**src/rtl/alu_arb_pkg.sv**
```systemverilog
// Shared opcode constants, FSM state encoding and opcode classification
// for the two-requester arbitrated ALU.
package alu_arb_pkg;

  localparam logic [3:0] OP_ADD = 4'b0000;
  localparam logic [3:0] OP_SUB = 4'b0001;
  localparam logic [3:0] OP_MUL = 4'b0010;
  localparam logic [3:0] OP_DIV = 4'b0011;
  localparam logic [3:0] OP_AND = 4'b0110;
  localparam logic [3:0] OP_OR  = 4'b0111;
  localparam logic [3:0] OP_XOR = 4'b1000;
  localparam logic [3:0] OP_LTU = 4'b1001;
  localparam logic [3:0] OP_EQ  = 4'b1010;

  typedef enum logic [1:0] {
    IDLE = 2'd0,
    EXEC = 2'd1,
    DONE = 2'd2
  } state_t;

  function automatic logic is_multicycle(input logic [3:0] op);
    return (op == OP_MUL) || (op == OP_DIV);
  endfunction

endpackage

```
**src/rtl/alu_arb_alu.sv**
```systemverilog
// Purely combinational N-bit ALU; divide-by-zero is resolved by the caller.
module alu_arb_alu
  import alu_arb_pkg::*;
#(
  parameter int N = 32
) (
  input  logic [N-1:0] a,
  input  logic [N-1:0] b,
  input  logic [3:0]   op,
  output logic [N-1:0] res
);

  always_comb begin
    res = '0;
    case (op)
      OP_ADD:  res = a + b;
      OP_SUB:  res = a - b;
      OP_MUL:  res = a * b;
      OP_DIV:  res = a / b;
      OP_AND:  res = a & b;
      OP_OR:   res = a | b;
      OP_XOR:  res = a ^ b;
      OP_LTU:  res = {{(N-1){1'b0}}, (a < b)};
      OP_EQ:   res = {{(N-1){1'b0}}, (a == b)};
      default: res = '0;
    endcase
  end

endmodule

```
**src/rtl/alu_arb.sv**
```systemverilog
// Round-robin arbiter in front of a single shared ALU; one transaction in
// flight, multiply/divide take MULDIV_LAT execute cycles.
module alu_arb
  import alu_arb_pkg::*;
#(
  parameter int N          = 32,
  parameter int MULDIV_LAT = 4
) (
  input  logic         clk,
  input  logic         rst_n,
  input  logic         req0_valid,
  input  logic         req1_valid,
  output logic         req0_ready,
  output logic         req1_ready,
  input  logic [N-1:0] req0_a,
  input  logic [N-1:0] req0_b,
  input  logic [N-1:0] req1_a,
  input  logic [N-1:0] req1_b,
  input  logic [3:0]   req0_op,
  input  logic [3:0]   req1_op,
  output logic         rsp_valid,
  input  logic         rsp_ready,
  output logic         rsp_id,
  output logic [N-1:0] rsp_res,
  output logic         rsp_dz
);

  localparam logic [3:0] MD_LOAD = 4'(MULDIV_LAT - 1);

  state_t       state, next_state;
  logic [3:0]   cnt;
  logic [N-1:0] a_q, b_q;
  logic [3:0]   op_q;
  logic         id_q;
  logic         last_grant;
  logic         accept;
  logic         grant_id;
  logic [3:0]   op_sel;
  logic [N-1:0] alu_res;
  logic         dz;

  // last_grant == 1 means req0 has priority on the next contention
  always_comb begin
    next_state = state;
    req0_ready = 1'b0;
    req1_ready = 1'b0;
    case (state)
      IDLE: begin
        if (rst_n) begin
          if (req0_valid && (!req1_valid || last_grant)) req0_ready = 1'b1;
          else if (req1_valid)                            req1_ready = 1'b1;
          if (req0_ready || req1_ready) next_state = EXEC;
        end
      end
      EXEC:    if (cnt == 4'd0) next_state = DONE;
      DONE:    if (rsp_ready) next_state = IDLE;
      default: next_state = IDLE;
    endcase
  end

  assign accept    = req0_ready | req1_ready;
  assign grant_id  = req1_ready;
  assign op_sel    = grant_id ? req1_op : req0_op;
  assign rsp_valid = (state == DONE);
  assign dz        = (op_q == OP_DIV) && (b_q == '0);

  always_ff @(posedge clk) begin
    if (!rst_n) state <= IDLE;
    else        state <= next_state;
  end

  always_ff @(posedge clk) begin
    if (!rst_n) begin
      cnt        <= 4'd0;
      a_q        <= '0;
      b_q        <= '0;
      op_q       <= 4'd0;
      id_q       <= 1'b0;
      last_grant <= 1'b1;
      rsp_res    <= '0;
      rsp_id     <= 1'b0;
      rsp_dz     <= 1'b0;
    end else if (accept) begin
      a_q        <= grant_id ? req1_a : req0_a;
      b_q        <= grant_id ? req1_b : req0_b;
      op_q       <= op_sel;
      id_q       <= grant_id;
      last_grant <= grant_id;
      cnt        <= is_multicycle(op_sel) ? MD_LOAD : 4'd0;
    end else if (state == EXEC) begin
      if (cnt == 4'd0) begin
        rsp_res <= dz ? '1 : alu_res;
        rsp_id  <= id_q;
        rsp_dz  <= dz;
      end else begin
        cnt <= cnt - 4'd1;
      end
    end
  end

  alu_arb_alu #(.N(N)) u_alu (
    .a   (a_q),
    .b   (b_q),
    .op  (op_q),
    .res (alu_res)
  );

endmodule

```
**config.mk**
```make
export PLATFORM = sky130hd
export DESIGN_NAME = alu_arb
export DESIGN_NICKNAME = d
export VERILOG_FILES = /design/src/rtl/alu_arb_pkg.sv /design/src/rtl/alu_arb_alu.sv /design/src/rtl/alu_arb.sv
export SDC_FILE = /design/constraint.sdc
export NUM_CORES = 2
export LEC_CHECK = 0
export BUFFER_PORTS_ARGS = -buffer_cell sky130_fd_sc_hd__buf_2
export CAP_MARGIN = 10
export CORE_ASPECT_RATIO = 1.5
export CORE_MARGIN = 2
export CORE_UTILIZATION = 32
export DETAILED_ROUTE_END_ITERATION = 8
export GPL_TIMING_DRIVEN = 0
export SLEW_MARGIN = 20
export SYNTH_ARGS = -nofsm -noshare
export SYNTH_HDL_FRONTEND = slang
export SYNTH_SLANG_ARGS = --single-unit
```
**constraint.sdc**
```tcl
create_clock -name clk -period 191 [get_ports clk]
set_input_delay 9.55 -clock clk [delete_from_list [all_inputs] [get_ports clk]]
set_output_delay 9.55 -clock clk [all_outputs]
set_load 0.03 [all_outputs]
```
Yosys cells after proc, flatten, opt, wreduce, memory -nomap -nowiden
Cells that the tools add are included.

operators by class
  $add $sub $neg = 3
  multipliers = 1
  div/mod/pow operators = 1
  magnitude comparators = 1
  equal/unequal tests = 17
  mux-type cells = 24
  bitwise logic cells = 5
  reductions and logical operators = 14

operator list
  operator                                                                count
  32-bit one-hot mux with 9 select lines                                  1
  32-bit two-way mux                                                      3
  32-bit adder                                                            1
  32-bit AND                                                              1
  32-bit by 32-bit divider with 32-bit output                             1
  32-bit equality test                                                    1
  32-bit logical NOT                                                      1
  32-bit < comparator                                                     1
  32-bit by 32-bit multiplier with 32-bit output                          1
  32-bit bitwise OR                                                       1
  32-bit subtractor                                                       1
  32-bit bitwise XOR                                                      1
  4-bit by 2-bit equality test with 1-bit output (second input constant)  4
  4-bit two-way mux                                                       4
  4-bit equality test (second input constant)                             3
  1-bit two-way mux                                                       11
  4-bit by 3-bit equality test with 1-bit output (second input constant)  2
  4-bit logical NOT                                                       2
  2-bit two-way mux                                                       4
  2-bit inequality test (second input constant)                           3
  2-bit one-hot mux with 3 select lines                                   1
  3-bit AND reduction                                                     2
  4-bit by 1-bit equality test with 1-bit output (second input constant)  1
  4-bit by 1-bit subtractor with 4-bit output (second input constant)     1
  other kinds (11)                                                        14

storage, ports and cells
  bits in registers = 110
  input port bits = 141
  output and inout bits = 37
  word-level logic and storage cells = 76

Depth between registers and ports, before layout
  word-level depth = 13
  gate-level depth with buffers = 371
  mapped depth without buffers = 336

Cells and area by module
A second synthesis with hierarchy kept.

second synthesis, totals
  cells, all modules = 7266
  area, all modules = 52835.7 um^2

by module, submodules not included
  module       times used  cells an instance  area an instance (um^2)  sequential area each (um^2)
  alu_arb_alu  1           6708               48223.8                  0.0
  alu_arb      1           558                4611.9                   2202.1

Worst setup path after synthesis
OpenSTA, ideal clock, no wires.

  path kind = reg2reg
  start = reg b_q[17]
  end = reg rsp_res[0]
  library setup time = 134 ps
  arrival = 72016 ps
  data required time = 190866 ps
  slack = 118850 ps
  cell stages (with the launch flop) = 336
  buffers on the path = 41
  clock period less this slack = 72150 ps
  cell sequence = dfxtp_1 -> buf_2 -> or3_1 -> buf_2 -> or4_4 -> or2_1 -> buf_6 -> buf_6 -> clkbuf_1 -> nor4_1 -> a21oi_1 -> ha_1 -> o21ai_0 -> a21o_1 -> or3_1 -> nand2_1 -> o21ai_0 -> ha_1 -> [300 not listed] -> a21oi_1 -> ha_1 -> a21boi_0 -> o21a_1 -> o21a_1 -> o21a_1 -> o21ai_0 -> nand2b_1 -> a21oi_1 -> nor2b_1 -> o21ai_0 -> nand2b_1 -> a21oi_1 -> nor2b_1 -> o21ai_0 -> a211oi_1 -> and4b_1 -> a211oi_1

between the ends
  cells in the longest elaborated chain, start to end = 3
  elaborated cells on any way between the ends = 7
  classes of those cells = div: 1; order compare: 1; eq/ne: 1; mux: 2; reduce/logical: 2

ends and longest elaborated chain
  item                                                                         line                              text
  start: declaration                                                           alu_arb.sv:32                     logic [N-1:0] a_q, b_q;
  start signal: assignment                                                     alu_arb.sv:85                     b_q <= grant_id ? req1_b : req0_b;
  32-bit by 32-bit divider with 32-bit output (tied with other cells)          alu_arb_alu.sv:19                 OP_DIV: res = a / b;
  32-bit one-hot mux with 9 select lines or 1-bit logical AND (tied branches)  alu_arb_alu.sv:15, alu_arb.sv:65
  32-bit two-way mux (*)                                                       alu_arb.sv:92                     rsp_res <= dz ? '1 : alu_res;
  end signal: assignment                                                       alu_arb.sv:92
  end: declaration                                                             alu_arb.sv:24                     output logic [N-1:0] rsp_res,

Mark *: on every way between the ends. The rest lies on a longest branch, timed or not.
A chain may end at the register's enable or synchronous reset.

Final worst setup path
  start = reg b_q[24]
  end = reg rsp_res[0]

The elaborated chain is that of the path after synthesis.

==> results_dict.tcl <==
set metrics [dict create \
    skew_ns 0.02741 \
    ys_seq_elements 110 \
    cts_made_buffers 9 \
    worst-path-max-fanout 10 \
    cts.clk_slew.worst_paths_ns 0.12 \
    drtIter0Drc 5564 \
    yosys-top-cells-area "ha_1, fa_1, nand2_1" \
    critPathMaxStageDelay_ns 1.06 \
    synth_edf_count 0 \
    end_kind "flop" \
    dieHeight_um 498.0 \
    path_delay_family "compound AO/OA/AOI/OAI gates" \
    worst_r2r_path_depth 333 \
    ant_nets 0 \
    dieWidth_um 333.3 \
    setup_ws_ns 81.95 \
    r2r_slack_ns 81.95 \
    cts_buffer_depth 2 \
    grt_pass1_vias 57122 \
    die_area_um2 166000 \
    start_util_pct 32.15 \
    avgViaCountPerCell 6.034 \
    grt_usage_pct 30.79 \
    wirelength_mm 263.2 \
    htree_num_levels 3 \
    slew_viol_final 0 \
    cp.required_ns 191.30 \
    worst_ep_arrival_time_ns 109.35 \
    synthCells 7125 \
    period_needed_ns 109.05 \
    grt-ovfl-total 0 \
    path_buf_inv 55 \
    avgRoutedWirePerCell_um 27.84 \
    period_share_pct 57.09 \
    place_congestion 1.050 \
    crit_top_cell "clkbuf_1" \
    port_buffers 177 \
    finalNetCount 8640 \
    rows 181 \
    path_class "flop to flop" \
    grtUsageMet3_pct 6.060 \
    area_growth_pct 8.416 \
    hold_violations 0 \
    worst_slew_pin_slew_ns 1.282 \
    dpl_cell_area_um2 56120 \
    min_path_type "flop to flop" \
    grtUsageMet2_pct 51.08 \
    maxCapViolCount 0 \
    drcViolationCount 2 \
    cts_tree "built" \
    synth-main-ff-cell "dfxtp_1" \
    via_count 57036 \
    cp_slowest_cell "a21oi_1" \
    relSlewSlack_pct 14.53 \
    numClockSinks 110 \
    yosys_warnings 0 \
    cts_root_buf "clkbuf_16" \
    final_area_um2 56440 \
    boundaryPins 178 \
    violations "design-rule violations" \
    worst_skew_pair.late_latency_ns 0.45 \
    setup_tns_ns 0 \
    cts_setup_buffers 0 \
    cts-resized-gates 0 \
    rsz0062_at_grt "no" \
    holdPathStages 1 \
    synth_fp_nets 8428 \
    pre_cts_ws_ns 85.48 \
    drive_above_1_share_pct 6.347 \
    crit_cells 333 \
    async_reset_ff_share_pct 0 \
    ys_types 110 \
    top_usage_layer "met2" \
    finalSetupViolCount 0 \
    startpoint_type "flop" \
    fmaxAchievable_ghz 0.009170 \
    grt_pass1_wl_mm 377.0 \
    core_region_area_um2 161900 \
    status "finished with violations" \
    place_hpwl_mm 217.1 \
    firstDrtPassIters 9 \
    cts_hold_buffers 0 \
    grt_use_met1_pct 33.83 \
    seq_area_frac_synth_pct 4.230 \
    syn_area_per_cell_um2 7.307 \
    antenna_found_initial 22 \
    grt_max_degree 35 \
    whs_ns 0.5083 \
    synth.top_cell.area_share_pct 18.07 \
    yosysTopAreaCell "ha_1" \
    synth_area_um2 52060 \
]
-- flip-flops by register name, summed over array words and instances, names as in the netlist --
signal and flops:
rsp_dz 1, state 2, a_q 32, op_q 4, cnt 4, last_grant 1
rsp_res 32, id_q 1, b_q 32, rsp_id 1
-- metrics by stage --
step           util (%)  cells
2_1_floorplan         -   7125
3_3_place_gp      34.33   9406
3_5_place_dp      34.66   9430
4_1_cts           34.84   9446
5_1_grt           34.85   9446
6_report          34.86   9452
-- layout by cell type, fill, tap and decap left out, drive strengths merged, types with 21 or more instances in the layout --
cell / netlist / final
or3: 60 / 60
a21o: 165 / 165
or4: 21 / 21
nand3: 133 / 133
nand2: 839 / 839
mux2i: 38 / 38
a31oi: 66 / 66
mux2: 62 / 62
dfxtp: 110 / 110
o211ai: 58 / 58
nor4: 30 / 30
nor2: 771 / 771
a221oi: 47 / 47
a21oi: 548 / 548
and3: 34 / 34
o22ai: 21 / 21
fa: 410 / 410
o21bai: 54 / 54
xor2: 154 / 154
ha: 752 / 752
o21ai: 343 / 343
a2111oi: 23 / 23
o21a: 137 / 137
o31ai: 47 / 47
a222oi: 71 / 71
clkbuf: 253 / 263
nand4: 55 / 55
nor3: 187 / 187
buf: 77 / 277
o221ai: 23 / 23
or2: 54 / 54
and2: 33 / 33
nor2b: 61 / 61
nand2b: 63 / 63
xnor2: 306 / 306
inv: 712 / 714
a211oi: 56 / 56
-- routing by layer --
| layer | up-vias | share of wire [%] |
|---|---|---|
| met5 | - | 0.054 |
| met4 | 20 | 10 |
| met3 | 1084 | 8.6 |
| met2 | 3166 | 45 |
| met1 | 27460 | 36 |
| li1 | 25306 | - |
-- cell families after synthesis --
| kind of cell | count (synthesis) | synth area share, % |
|---|---|---|
| compound gates | 1871 | 24.04 |
| fa+ha+maj | 1162 | 33.84 |
| buf+inv | 1047 | 7.640 |
| mux | 101 | 2.122 |
| xor+xnor | 460 | 7.739 |
| simple gates | 2374 | 20.39 |
| flops | 110 | 4.230 |
-- final timing paths --
check,to,start
max reg2reg,rsp_res[0],b_q[24]
min,id_q,id_q
min reg2reg,id_q,id_q
max,rsp_res[0],b_q[24]
-- synth_stat cells, types with 31 or more instances --
library cell and number:
o31ai_1 42, xor2_1 154, nor3_1 184, a21o_1 165, inv_1 711, mux2_2 61
o21ai_0 308, o21ai_1 31, nor2_1 771, fa_1 410, nand3_1 133, a31oi_1 63
clkbuf_1 253, dfxtp_1 110, a21oi_1 543, o21a_1 135, buf_1 54, a221oi_1 45
and3_1 33, ha_1 752, a211oi_1 54, nand2b_1 63, o21bai_1 54, and2_1 33
nor2b_1 61, xnor2_1 306, o211ai_1 57, nand4_1 55, nand2_1 838, or3_1 59
or2_2 52, mux2i_1 38, a222oi_1 71
-- layout make-up --
cell class	count	area (um2)
multi-input cells	5968	45950
well taps	2104	2633
repair buffers	201	1320
flip-flops and latches	110	2202
clock buffers	9	225.2
diodes	6	15.01
plain buffers	330	1306
clock inverters	7	75.07
fillers	17236	105500
inverters	717	2723
-- worst reg2reg max path: cells and delay by family, from the launching register on --
| kind | cells | cell delay, ns |
|---|---|---|
| compound gates | 163 | 51.33 |
| fa+ha+maj | 31 | 10.13 |
| buf+inv | 55 | 25.48 |
| flops | 1 | 0.44 |
| mux | 4 | 1.42 |
| simple gates | 80 | 20.05 |
Power is left out: the tool's default activity adds up to more than one toggle a clock period on the data nets, which glitch-free logic cannot reach.
